### config.mk
export PLATFORM = sky130hd
export DESIGN_NAME = register_file_mp
export DESIGN_NICKNAME = d
export VERILOG_FILES = /design/src/rtl/register_file_mp.sv
export SDC_FILE = /design/constraint.sdc
export NUM_CORES = 2
export LEC_CHECK = 0
export CORE_MARGIN = 4
export CORE_UTILIZATION = 30
export CTS_CLUSTER_DIAMETER = 150
export CTS_CLUSTER_SIZE = 25
export DETAILED_ROUTE_END_ITERATION = 6
export GPL_TIMING_DRIVEN = 1
export PLACE_DENSITY = 0.55
export SETUP_SLACK_MARGIN = 0.15
export SLEW_MARGIN = 20
export SYNTH_ARGS = -nofsm -noshare
export SYNTH_HDL_FRONTEND = slang
export SYNTH_SLANG_ARGS = --single-unit
### constraint.sdc
create_clock -name clk -period 32.4 [get_ports clk]
set_input_delay 4.86 -clock clk [delete_from_list [all_inputs] [get_ports clk]]
set_output_delay 4.86 -clock clk [all_outputs]
set_load 0.01 [all_outputs]
### src/rtl/register_file_mp.sv
// Multi-port integer register file with optional zero register, write-to-read bypass and pending scoreboard.
// Reads are combinational (zero latency); writes and scoreboard updates land on the rising edge; no backpressure.
module register_file_mp #(
    parameter int XLEN      = 32,
    parameter int NUM_REGS  = 32,
    parameter int NUM_READ  = 2,
    parameter int NUM_WRITE = 2,
    parameter int ZERO_REG  = 1,
    parameter int BYPASS    = 1,
    localparam int AW       = (NUM_REGS > 2) ? $clog2(NUM_REGS) : 1
) (
    input  logic                      clk,
    input  logic                      rst,
    input  logic [NUM_READ*AW-1:0]    read_address,
    output logic [NUM_READ*XLEN-1:0]  read_data,
    output logic [NUM_READ-1:0]       read_busy,
    input  logic [NUM_WRITE-1:0]      write_enable,
    input  logic [NUM_WRITE*AW-1:0]   write_address,
    input  logic [NUM_WRITE*XLEN-1:0] write_data,
    input  logic                      reserve_enable,
    input  logic [AW-1:0]             reserve_address,
    input  logic                      flush,
    output logic [NUM_REGS-1:0]       pending
);

    logic [XLEN-1:0]     r_regs [NUM_REGS];
    logic [NUM_REGS-1:0] r_pending;

    logic [AW-1:0]        w_wa [NUM_WRITE];
    logic [XLEN-1:0]      w_wd [NUM_WRITE];
    logic [NUM_WRITE-1:0] w_wr_eff;
    logic [NUM_REGS-1:0]  w_wr_hit;
    logic [NUM_REGS-1:0]  w_rsv_hit;
    logic [AW-1:0]        w_ra [NUM_READ];
    logic [NUM_READ-1:0]  w_byp;

    // Addresses past the end of a non-power-of-two file and the hardwired zero register hold no state.
    function automatic logic f_usable(input logic [AW-1:0] a);
        return (32'(a) < NUM_REGS) && !((ZERO_REG != 0) && (a == '0));
    endfunction

    always_comb begin
        w_wr_hit  = '0;
        w_rsv_hit = '0;
        for (int w = 0; w < NUM_WRITE; w++) begin
            w_wa[w]     = write_address[w*AW +: AW];
            w_wd[w]     = write_data[w*XLEN +: XLEN];
            w_wr_eff[w] = write_enable[w] && f_usable(w_wa[w]);
            if (w_wr_eff[w]) w_wr_hit[w_wa[w]] = 1'b1;
        end
        if (reserve_enable && f_usable(reserve_address)) w_rsv_hit[reserve_address] = 1'b1;
    end

    always_comb begin
        read_data = '0;
        read_busy = '0;
        for (int i = 0; i < NUM_READ; i++) begin
            w_ra[i]  = read_address[i*AW +: AW];
            w_byp[i] = 1'b0;
            read_data[i*XLEN +: XLEN] = f_usable(w_ra[i]) ? r_regs[w_ra[i]] : '0;
            if (BYPASS != 0) begin
                // Ascending scan so the highest-index matching port wins, as it does at the edge.
                for (int w = 0; w < NUM_WRITE; w++) begin
                    if (w_wr_eff[w] && (w_wa[w] == w_ra[i])) begin
                        read_data[i*XLEN +: XLEN] = w_wd[w];
                        w_byp[i] = 1'b1;
                    end
                end
            end
            read_busy[i] = f_usable(w_ra[i]) && r_pending[w_ra[i]] && !w_byp[i];
        end
    end

    always_ff @(posedge clk or posedge rst) begin
        if (rst) begin
            for (int r = 0; r < NUM_REGS; r++) r_regs[r] <= '0;
        end else begin
            for (int w = 0; w < NUM_WRITE; w++) begin
                if (w_wr_eff[w]) r_regs[w_wa[w]] <= w_wd[w];
            end
        end
    end

    // Reservation beats flush, flush beats write-completion.
    always_ff @(posedge clk or posedge rst) begin
        if (rst) begin
            r_pending <= '0;
        end else begin
            r_pending <= w_rsv_hit | (r_pending & ~(flush ? {NUM_REGS{1'b1}} : w_wr_hit));
        end
    end

    assign pending = r_pending;

endmodule

# == Word-level counts from Yosys, hierarchy flattened ==
# Cells that the tools add are included.
# word_totals
wordCells,125
regBits,1056
input_bits,95
# op_classes
n_reduce_logical,28
mux,38
n_eq_ne,4
magnitude_cmp,14
bitwise_logic,8
# op_table
op,count
$bwmux 1024,2
$mux 1024,2
$mux 32,16
$bmux 32 s5,2
$demux 32 s5,2
$or 32x32->32,2
$and 32x32->32,1
$not 32->32,1
$lt 5x6->1 const B,5
$logic_not 5->1,5
$ge 6x6->1 const B,4
$not 5->6,4
$eq 5x5->1,4
$logic_and 1x1->1,16
$demux 1 s5,3
$ge 5x1->1 const B,3
$lt 6x1->1 const B,2
$bmux 1 s5,2
$mux 1,9
$logic_not 1->1,7

# == Depth between registers and ports, before layout ==
# depth
depth_word,11
mapped_depth,10

# == Worst setup path after synthesis ==
# Ideal clock, no wire load.
# synth_path
path_type,in2out
start,input read_address[0]
end,output read_data[30]
required_ps,27540
path_stages,8
slack_ps,20832
t_arrival_ps,6708
path_cell_list,buf_6 buf_6 buf_4 buf_2 mux2i_1 nor3_1 or4_1 a221o_1
# synth_between
elab_chain_len,7
elab_cells_between_ends,12
cone_classes,2 x eq/ne; 6 x mux; 1 x bitwise; 3 x reduce/logical
# synth_rtl
element,line_no,rtl
"start, declared",14,"input logic [NUM_READ*AW-1:0] read_address,"
$not 5->6 (implied by the code),60,read_data[i*XLEN +: XLEN] = f_usable(w_ra[i]) ? r_regs[w_ra[i]] : '0;
$bmux 32 s5,60,
$mux 32 (implied by the code) (2 in a row),60,
$mux 32,60,
$mux 32,64,if (w_wr_eff[w] && (w_wa[w] == w_ra[i])) begin
$mux 32 (*),64,
"end, declared",15,"output logic [NUM_READ*XLEN-1:0] read_data,"
# Mark *: on every way between the ends. The rest lies on a longest branch, timed or not. The select of a mux whose other input is x is not followed.

# == Final worst setup path ==
# layout_path
start,input read_address[2]
end,output read_data[14]
# Same word-level chain as after synthesis.

==> results.md <==
- Post-Place Cell Area: 0.0701 sq mm
- WL/cell: 32.0 microns
- Detail Route Antenna Nets: 0
- Total GRT Usage: roughly a quarter
- Design Area, Final: ~0.07 sq mm
- First-pass GRT wire length: 394000 microns
- Clock skew: 0 ps
- Max-cap violations: 0
- Resized Gates After CTS: 0
- Setup TNS: 0 ps
- WL final: 277000 microns
- Worst slew margin: under 10%
- Hold Vio Cnt, Final: 0
- Post-Synthesis Cell Area: ~0.066 sq mm
- Vias in the first global route: 51200
- Num CTS Buffers: 48
- Synth top area share: between 40% and 50%
- Outcome: complete, but fails checks
- Leakage power: just under 30 nW
- Vias/cell: 6.08
- Total vias in the final route: 52600
- Failing checks: DRC
- Post-synth top area cell: dfrtp_1
- Initial Utilization: 30.3%
- EDFF count, synth: 0
- Nets: approximately 6000
- Reg clk slew, reported paths: ~110 ps
- Placed Cells incl. Taps: 8582
- Drt drc: 5
- Top post-synthesis cells by count: dfrtp_1 (1056), mux2i_1 (984), a21oi_1 (623)
- Data required time of the worst path: 27540 ps
- Clock Path Buffers: 3
- Seq/Total Area, Yosys: about two fifths
- CTS Hold Bufs: 0
- FMAX: 68.9 MHz
- Syn. warnings: 0
- Post-Syn Area per Cell: 10.7 sq um
- Async set or reset register ratio after synthesis: 100%
- Worst min path class: reg -> reg
- CTS tree: done
- Distinct cells, synth: 51
- Max VDD drop: 43.2 uV
- Setup Crit Path Kind: in -> out
- Top-count cell post-synth: dfrtp_1
- CP endpoint kind: output pin
- Total grt overflow: 0
- Die X: 477 microns
- Share of cells above drive strength 1: 15.3%
- IO Count: 193
- Die height: between 400 and 500 microns
- Final slew viol count: 0
- RSZ-0062 raised after global routing: false
- Clk root buf: clkbuf_16
- Largest cells by area after synthesis: dfrtp_1 (40%), mux4_2 (19%), mux2i_1 (15%)
- CTS sink cnt: approximately 1100
- GPL Wtd Cong: 0.856
- Drt initial violations: 7113
- Layout area overhead: 8.04%
- Die footprint: between 0.2 and 0.25 sq mm
- Largest net degree at the start of global routing: roughly 180
- Detailed Place HPWL: 153000 microns
- CP arrival: 9650 ps
- CP Launch Type: primary input
- Total core area: 0.218 sq mm
- Worst slew pin tran: 1340 ps
- Clk_lat worst skew: ~700 ps
- H-tree depth: 2
- Post-CTS setup buffers: 0
- Syn Nets: 6295
- Buffers on Ports: ~190
- TritonRoute pass-1 iters: 7
- Crit-path max FO: 20
- Ys flop type: dfrtp_1
- PwrDens: 53.1 mW/mm^2
- Final period utilization: about 45%
- Std cell rows: 171
- Post-Synthesis Cells: 6200
- Initial antenna violation count: 11
- Final cell count without fillers: 8643
- Final Critical Period: around 15000 ps
- Final setup viols: 0
- FF+latch count, synth: 1056
[layout by cell type, fill, tap and decap left out, types with 5 or more instances in the layout]
| master | instances |
|---|---|
| nand2_4 | 21 |
| xnor2_1 | 11 |
| nand3b_1 | 21 |
| a31oi_1 | 10 |
| a221o_1 | 32 |
| mux4_2 | 563 |
| mux2i_1 | 984 |
| nor4_1 | 31 |
| buf_4 | 175 |
| a21boi_0 | 6 |
| nand2_1 | 397 |
| diode_2 | 10 |
| nor3_2 | 6 |
| o22ai_1 | 201 |
| nand4bb_1 | 9 |
| nand2b_1 | 10 |
| clkdlybuf4s50_1 | 185 |
| xor2_1 | 9 |
| nand3_1 | 96 |
| nor2_4 | 16 |
| o21ai_0 | 431 |
| nor2_1 | 572 |
| clkbuf_16 | 49 |
| nand4_1 | 34 |
| nor2b_1 | 47 |
| nor3b_1 | 7 |
| a21oi_1 | 622 |
| buf_12 | 5 |
| dfrtp_1 | 1056 |
| nand3_4 | 11 |
| o221ai_1 | 29 |
| and2_1 | 30 |
| nand4b_1 | 6 |
| or4_1 | 6 |
| inv_1 | 29 |
| and3_4 | 5 |
[state kept, by name, summed over array words and instances (netlist names)]
name,count
pending,32
r_regs,1024
[path summary, 6_finish.rpt]
| kind | cells past startpoint | slack, ps | end | from |
|---|---|---|---|---|
| max in group asynchronous | 6 | 23820 | r_regs[496]$_DFF_PP0_ | rst |
| setup reg to reg | 2 | 31330 | pending[3]$_DFF_PP0_ | pending[3]$_DFF_PP0_ |
| min in group asynchronous | 2 | 4690 | r_regs[3]$_DFF_PP0_ | rst |
| setup / recovery | 8 | 17890 | read_data[14] | read_address[2] |
| hold / removal | 0 | 410 | r_regs[1015]$_DFF_PP0_ | r_regs[1015]$_DFF_PP0_ |
| hold reg to reg | 0 | 410 | r_regs[1015]$_DFF_PP0_ | r_regs[1015]$_DFF_PP0_ |
[stage by stage]
stage               utilization [%]  hold WS, ps  power (W)  setup slack (ps)
global placement               32.1          377    0.00301             17780
finish                         32.7          407    0.00379             17890
global route                   32.7          419    0.00397             17530
detailed placement             32.1          382    0.00305             17810
floorplan                         -          441    0.00269             12980
CTS                            32.7          407    0.00378             17800
[layout make-up]
type | count | area (sq um)
multi-input combinational | 4269 | 36600
antenna | 10 | 25.0
fill | 21700 | 147000
sequential | 1056 | 26400
timing repair buffer | 374 | 3390
clock inverter | 1 | 20.0
clock buffer | 49 | 1230
tap | 2854 | 3570
inverter | 30 | 116
[layer usage]
layer  track usage (%)  vias up  part of all wire [%]
met1              30.7    26800                    38
li1                  -    21800                     -
met4              12.5        2                   6.2
met3              5.21      752                   9.8
met2              36.8     3243                    45
met5                 0        -                0.0040
[power breakdown]
part	internal, W	total, W	switching [W]
clock	0.000274	0.000743	0.000469
sequential	0.00165	0.00192	0.000268
combinational	0.000616	0.00113	0.000514
total	0.00254	0.00379	0.00125
[logic make-up (layout without fill, tap and decap cells)]
| group | Yosys count | after routing | synth area share, % |
|---|---|---|---|
| other | 0 | 10 | 0 |
| xor gates and xnor gates | 20 | 20 | 0.265 |
| muxes | 1547 | 1547 | 34.1 |
| AOI/OAI and AO/OA | 1340 | 1340 | 11.0 |
| DFF | 1056 | 1056 | 40.0 |
| and+or+nand+nor | 1362 | 1362 | 9.11 |
| buffers and inverters | 875 | 454 | 5.49 |
[worst max-delay path, stage by stage]
cell and delay [ps]:
clkdlybuf4s50_1 1010, or3b_2 870, buf_4 600, o22ai_1 140, or4_1 550, nor4_2 650, a221o_1 340, clkdlybuf4s50_1 580
Note: power is estimated with default switching activity, not from simulation.
